<file path="config.mk">
export PLATFORM = sky130hd
export DESIGN_NAME = mem_port_arbiter
export DESIGN_NICKNAME = d
export VERILOG_FILES = /design/src/rtl/mem_port_arbiter.sv
export SDC_FILE = /design/constraint.sdc
export NUM_CORES = 1
export LEC_CHECK = 0
export BUFFER_PORTS_ARGS = -buffer_cell sky130_fd_sc_hd__buf_2
export CAP_MARGIN = 10
export CORE_MARGIN = 3
export CORE_UTILIZATION = 52
export DETAILED_ROUTE_END_ITERATION = 16
export PLACE_DENSITY = 0.8
export SLEW_MARGIN = 20
export SYNTH_ARGS = -nofsm -noshare
export SYNTH_HDL_FRONTEND = slang
export SYNTH_SLANG_ARGS = --single-unit
</file>
<file path="constraint.sdc">
create_clock -name clk -period 2.05 [get_ports clk]
set_input_delay 0 -clock clk [delete_from_list [all_inputs] [get_ports clk]]
set_output_delay 0 -clock clk [all_outputs]
set_load 0.02 [all_outputs]
</file>
<file path="src/rtl/mem_port_arbiter.sv">
// Shares one multi-cycle memory port between instruction fetch and data access.
// Data wins ties unless MAX_CONSEC data grants have already passed a waiting fetch.
module mem_port_arbiter #(
  parameter int unsigned MAX_CONSEC = 2
) (
  input  logic        clk,
  input  logic        rst,
  input  logic [31:0] imem_addr,
  input  logic [3:0]  imem_rmask,
  output logic [31:0] imem_rdata,
  output logic        imem_resp,
  input  logic [31:0] dmem_addr,
  input  logic [3:0]  dmem_rmask,
  input  logic [3:0]  dmem_wmask,
  input  logic [31:0] dmem_wdata,
  output logic [31:0] dmem_rdata,
  output logic        dmem_resp,
  output logic [31:0] mem_addr,
  output logic [3:0]  mem_rmask,
  output logic [3:0]  mem_wmask,
  output logic [31:0] mem_wdata,
  input  logic [31:0] mem_rdata,
  input  logic        mem_resp
);
  typedef enum logic [1:0] {IDLE, WAIT_I, WAIT_D} state_t;

  localparam logic [2:0] MAX_C = 3'(MAX_CONSEC);

  state_t      r_state;
  logic        r_i_pend;
  logic        r_d_pend;
  logic [31:0] r_i_addr;
  logic [3:0]  r_i_rmask;
  logic [31:0] r_d_addr;
  logic [3:0]  r_d_rmask;
  logic [3:0]  r_d_wmask;
  logic [31:0] r_d_wdata;
  logic [2:0]  r_consec;
  logic [31:0] r_hold_addr;
  logic [31:0] r_hold_wdata;
  logic [31:0] r_imem_rdata;
  logic [31:0] r_dmem_rdata;
  logic        r_imem_resp;
  logic        r_dmem_resp;

  logic w_idle;
  logic w_grant_i;
  logic w_grant_d;
  logic w_i_done;
  logic w_d_done;
  logic w_i_req;
  logic w_d_req;

  assign w_idle    = (r_state == IDLE);
  assign w_grant_i = w_idle && r_i_pend && (!r_d_pend || (r_consec >= MAX_C));
  assign w_grant_d = w_idle && r_d_pend && !w_grant_i;
  assign w_i_done  = (r_state == WAIT_I) && mem_resp;
  assign w_d_done  = (r_state == WAIT_D) && mem_resp;
  // Only pend flags gate capture, so a request captured now is issued next cycle at the earliest.
  assign w_i_req   = (imem_rmask != 4'd0) && !r_i_pend;
  assign w_d_req   = ((dmem_rmask | dmem_wmask) != 4'd0) && !r_d_pend;

  always_comb begin
    mem_addr  = 32'd0;
    mem_rmask = 4'd0;
    mem_wmask = 4'd0;
    mem_wdata = 32'd0;
    if (w_grant_i) begin
      mem_addr  = r_i_addr;
      mem_rmask = r_i_rmask;
    end else if (w_grant_d) begin
      mem_addr  = r_d_addr;
      mem_rmask = r_d_rmask;
      mem_wmask = r_d_wmask;
      mem_wdata = r_d_wdata;
    end else if (!w_idle) begin
      mem_addr  = r_hold_addr;
      mem_wdata = r_hold_wdata;
    end
  end

  always_ff @(posedge clk or negedge rst) begin
    if (!rst) begin
      r_state      <= IDLE;
      r_i_pend     <= 1'b0;
      r_d_pend     <= 1'b0;
      r_i_addr     <= 32'd0;
      r_i_rmask    <= 4'd0;
      r_d_addr     <= 32'd0;
      r_d_rmask    <= 4'd0;
      r_d_wmask    <= 4'd0;
      r_d_wdata    <= 32'd0;
      r_consec     <= 3'd0;
      r_hold_addr  <= 32'd0;
      r_hold_wdata <= 32'd0;
      r_imem_rdata <= 32'd0;
      r_dmem_rdata <= 32'd0;
      r_imem_resp  <= 1'b0;
      r_dmem_resp  <= 1'b0;
    end else begin
      r_imem_resp <= w_i_done;
      r_dmem_resp <= w_d_done;
      if (w_i_done) r_imem_rdata <= mem_rdata;
      if (w_d_done) r_dmem_rdata <= (r_d_wmask != 4'd0) ? 32'd0 : mem_rdata;

      if (w_i_done) begin
        r_i_pend <= 1'b0;
      end else if (w_i_req) begin
        r_i_pend  <= 1'b1;
        r_i_addr  <= imem_addr;
        r_i_rmask <= imem_rmask;
      end

      if (w_d_done) begin
        r_d_pend <= 1'b0;
      end else if (w_d_req) begin
        r_d_pend  <= 1'b1;
        r_d_addr  <= dmem_addr;
        r_d_rmask <= dmem_rmask;
        r_d_wmask <= dmem_wmask;
        r_d_wdata <= dmem_wdata;
      end

      if (!r_i_pend || w_grant_i) begin
        r_consec <= 3'd0;
      end else if (w_grant_d && (r_consec != 3'd7)) begin
        r_consec <= r_consec + 3'd1;
      end

      case (r_state)
        IDLE: begin
          if (w_grant_i) begin
            r_state      <= WAIT_I;
            r_hold_addr  <= r_i_addr;
            r_hold_wdata <= 32'd0;
          end else if (w_grant_d) begin
            r_state      <= WAIT_D;
            r_hold_addr  <= r_d_addr;
            r_hold_wdata <= r_d_wdata;
          end
        end
        WAIT_I:  if (mem_resp) r_state <= IDLE;
        WAIT_D:  if (mem_resp) r_state <= IDLE;
        default: r_state <= IDLE;
      endcase
    end
  end

  assign imem_rdata = r_imem_rdata;
  assign imem_resp  = r_imem_resp;
  assign dmem_rdata = r_dmem_rdata;
  assign dmem_resp  = r_dmem_resp;

endmodule

</file>
* Word-level counts from Yosys, hierarchy flattened
Cells that the tools add are included.
** Operators by class
- Eq/ne operators :: 5
- Mux-type cells :: 25
- Add/subtract/negate cells :: 1
- Reductions and logical operators :: 27
- Bitwise gates (word level) :: 3
- $lt $le $gt $ge :: 1
** Operators by type and width (count)
- $mux 32 :: 11
- $mux 4 :: 4
- $reduce_bool 4->1 :: 3
- $logic_and 1x1->1 :: 9
- $reduce_and 2->1 :: 4
- $reduce_bool 2->1 :: 4
- $mux 2 :: 3
- $mux 3 :: 2
- $mux 1 :: 4
- $or 4x4->4 :: 1
- $pmux 2 s2 :: 1
- $add 3x1->3 const B :: 1
- $ge 3x2->1 const B :: 1
- $logic_not 1->1 :: 3
- $ne 3x1->1 const B :: 1
- $ne 3x3->1 const B :: 1
- $eq 2x1->1 const B :: 1
- $eq 2x2->1 const B :: 1
- $logic_not 2->1 :: 1
- $logic_or 1x1->1 :: 2
- $ne 2x1->1 const B :: 1
- $not 1->1 :: 2
- $reduce_or 2->1 :: 1
** Storage, ports and cells
- Logic and storage cells :: 78
- Register bits :: 245
- Bits of input ports :: 143
- Output and inout port bits :: 138

* Longest topological paths before layout
- Word-level depth :: 8
- Depth in mapped cells :: 8
- Gate-level depth less buffers :: 6

* Least setup slack after synthesis
Ideal clock, no wire load.
- Path type :: reg2out
- From :: register r_consec[1]
- To :: output port mem_rmask[3]
- Cell stages (with the launch flop) :: 8
- Path slack :: 0.194 ns
- Data arrival time :: 1.856 ns
- Path buffers :: 3
- Required time :: 2.050 ns
- Cells stage by stage :: dfrtp_1 -> ha_1 -> o31a_1 -> nor3_1 -> buf_2 -> buf_2 -> buf_2 -> a22o_1
** On the way
- Longest elaborated chain between the ends :: 7
** RTL lines
- start: declaration :: RTL line 38 : logic [2:0] r_consec;
- start signal: assignment :: RTL line 127 : r_consec <= r_consec + 3'd1;
- $ge 3x2->1 * :: RTL line 55 : assign w_grant_i = w_idle && r_i_pend && (!r_d_pend || (r_consec >= MAX_C));
- $logic_or 1x1->1 * :: RTL line 55
- $logic_and 1x1->1 * :: RTL line 55
- $logic_not 1->1 :: RTL line 56 : assign w_grant_d = w_idle && r_d_pend && !w_grant_i;
- $logic_and 1x1->1 :: RTL line 56
- $mux 4 :: RTL line 71 : end else if (w_grant_d) begin
- $mux 4 * :: RTL line 68 : if (w_grant_i) begin
- end: declaration :: RTL line 19 : output logic [3:0] mem_rmask,
Mark *: on every way between the ends. The rest lies on a longest branch, timed or not.

* Worst setup path in the final report
- From :: register r_consec[1]
- To :: output port mem_addr[5]
** On the way
- Longest elaborated chain between the ends :: 7
** RTL lines
- $ge 3x2->1 * :: RTL line 55
- $logic_or 1x1->1 * :: RTL line 55
- $logic_and 1x1->1 * :: RTL line 55
- $logic_not 1->1 :: RTL line 56
- $logic_and 1x1->1 :: RTL line 56
- $mux 32 :: RTL line 71
- $mux 32 * :: RTL line 68
- end: declaration :: RTL line 18 : output logic [31:0] mem_addr,
Marked as above.

==> flow_summary.toml <==
[run_status]
status = "finished, violations left"
violations = "negative setup slack"

[logic_synthesis]
ys_seq_elements = 245
synth_seq_area_share = 0.609
synth_edf_count = 0
synthFlopType = "dfrtp_1"
ys_warn_count = 0
syn-cell-area_um2 = 10100
synthArstFlopShare = 1.00
synth_cells = 684
syn_nets = 833
post_synth_num_cell_types = 33
avgSynthCellArea_um2 = 14.7

[critical_path]
crit_top_cell = "buf_6"
path_cells = "buf_6 > buf_6 > nor4b_4 > buf_6 > buf_12 > nor3b_2 > a221o_1 > buf_6"
cp_slowest_cell = "dfrtp_1"
crit_type = "register to output pin"
endpoint_kind = "output pin"
critPathMaxStageDelay_ns = 0.42
cp.required_ns = 2.05
critPathArrivalTime_ns = 2.39
cp_max_fo = 8
crit_path_start_kind = "register"

[global_route]
grt_start_max_net_pins = 79
grt_pass1_wl_mm = 51.5
first_global_vias = 8968
antenna_found_initial = 2
grt_use_total = 0.302
globalRoute.totalOverflow = 0

[sta]
tightest_slew_ns = 0.790
finalSetupTns_ns = -16.39
min_period_ns = 2.39
setup-violations-final = 73
worst_slack_ns = -0.335
hold_viol = 0
period_share = 1.16
finClkSkew_ns = 0.0101
slew_violations = 0
max-slew-margin-rel = 0.472
fmax_mhz = 419
rsz0062_at_grt = "true"
fin_hold_ws_ns = 0.0847

[cells_and_area]
final_core_util = 0.823
final_nets = 1287
drive_gt1_frac = 0.432
fillCellCount = 942
syn_to_final_growth_pct = 54.4
finalNonFillerCells = 1418

[routing]
routed_wl_mm = 34.6
drt-vias-per-instance = 6.00
ant_nets = 0
drt_first_pass_iters = 4
drt-initial-drc-count = 463
routed-via-count = 8509
drc = 0
wl_per_cell_um = 24.4

[pwr]
power_density_nw_per_um2 = 1950
ir_worst_vdd_mv = 1.48
power.leakage_nw = 7.27

[clock_tree]
clockBufferDepth = 3
cts_tree = "yes"
root_buffer = "clkbuf_16"
cts_sinks = 245
cts_buffers = 25
htree_levels = 1
cts.clk_slew.worst_paths_ns = 0.07
clk_latency_ns = 0.51

[flow_run]
maxCapViolCount = 0

[placement]
dp_hpwl_mm = 16.9
dp_slack_ns = 0.0940
dp.cells = 1192
gp_congestion = 0.799
portBuffers = 280

[floorplanning]
fp-row-count = 50
io_pins = 281
core_um2 = 18900
fp.dieW_um = 145
dieArea_um2 = 21100
start_util = 0.533
die_h_um = 145

[hold_path]
holdCritPathClass = "input port to async pin"
power by group:
group	internal, W	total (W)	leakage (nW)	switching (W)
sequential	0.00709	0.00872	3.00	0.00163
clock	0.00281	0.00473	0.420	0.00192
combinational	0.00852	0.0168	3.85	0.00831
critical path, delay by kind of cell (launching register included):
kind                   cells  cell delay [ns]
AO/OA/AOI/OAI              1             0.30
buffers and inverters      5             0.77
flip-flops                 1             0.42
AND/OR/NAND/NOR            2             0.38
worst paths after layout:
kind,start,to,slack (ns),cells past startpoint
max,r_consec[1],mem_addr[5],-0.34,8
min,rst,dmem_rdata[12],0.08,2
max reg2reg,r_consec[1],r_consec[1],-0.02,8
min reg2reg,r_d_rmask[2],r_d_rmask[2],0.49,1
max in group asynchronous,rst,r_d_wdata[27],1.30,3
min in group clk,dmem_wdata[19],r_d_wdata[19],0.24,3
stage by stage:
stage	instance area, µm²	power (W)
floorplan	10100	0.0161
global placement	11900	0.0197
detailed placement	11900	0.0200
CTS	15100	0.0282
global route	15500	0.0315
finish	15500	0.0303
synth_stat cells (3+ instances only):
cell	count	share of area
mux2_1	72	0.081
inv_1	7	0.0026
clkbuf_1	24	0.0089
dfrtp_1	245	0.61
nor3b_1	32	0.024
buf_1	3	0.0011
buf_2	27	0.013
mux2_2	68	0.076
nand2_1	4	0.0015
and2_1	4	0.0025
a22o_1	101	0.088
a21oi_1	3	0.0015
a221o_1	64	0.064
ha_1	6	0.0075
nor3_1	3	0.0015
registers in the layout (all words and copies together), names as in the netlist:
name          cells
r_d_wmask         4
dmem_resp         1
r_d_addr         32
r_i_rmask         4
r_d_rmask         4
r_d_pend          1
r_consec          3
r_hold_addr      32
r_i_pend          1
r_state           2
dmem_rdata       32
r_d_wdata        32
r_hold_wdata     32
imem_resp         1
imem_rdata       32
r_i_addr         32
layout by cell type (no fill, tap or decap), types with 4 or more instances in the layout:
cell and count:
nor3b_4 13, a22o_1 100, mux2_2 68, clkbuf_16 29
ha_1 5, clkinv_2 6, buf_16 4, buf_6 77
dfrtp_1 244, nor3b_2 18, clkbuf_8 5, mux2_1 72
buf_4 20, a221o_1 64, dlygate4sd3_1 142, and2_4 4
buf_12 22, clkbuf_1 5, inv_1 5, buf_2 207
kinds of logic (layout without fill, tap and decap cells):
family                     after synthesis  after routing  synth area share
and+or+nand+nor                         54             54            0.0399
adders and majority gates                6              6           0.00746
muxes                                  141            141             0.158
buffers and inverters                   62            534            0.0265
xor gates and xnor gates                 1              1          0.000870
DFF                                    245            245             0.609
AOI/OAI and AO/OA                      175            175             0.159
other                                    0              2                 0
layout make-up:
class	count	area, µm²	share of cell area
sequential	245	6130	0.394
antenna	2	5.00	0.000322
clock buffer	35	713	0.0459
multi-input combinational	377	3980	0.256
inverter	8	30.0	0.00193
tap	260	325	0.0209
timing repair buffer	481	4240	0.272
clock inverter	10	129	0.00829
repair_timing:
action,4_1_cts,5_1_grt
setup buffers,13,12
hold buffers,142,0
setup endpoints to repair,72,134
pin swaps,9,23
endpoints found under the hold margin,423,0
gates resized for setup,149,83
cloned,9,6
metal layers:
metal | track usage | routed length (µm) | vias to the layer above
met2 | 0.524 | 17500 | 479
met4 | 0.101 | 1350 | 0
li1 | - | - | 3569
met1 | 0.379 | 13200 | 4347
met5 | 0 | 0 | -
met3 | 0.0656 | 2510 | 114
Power figures use the tool's default switching activity.
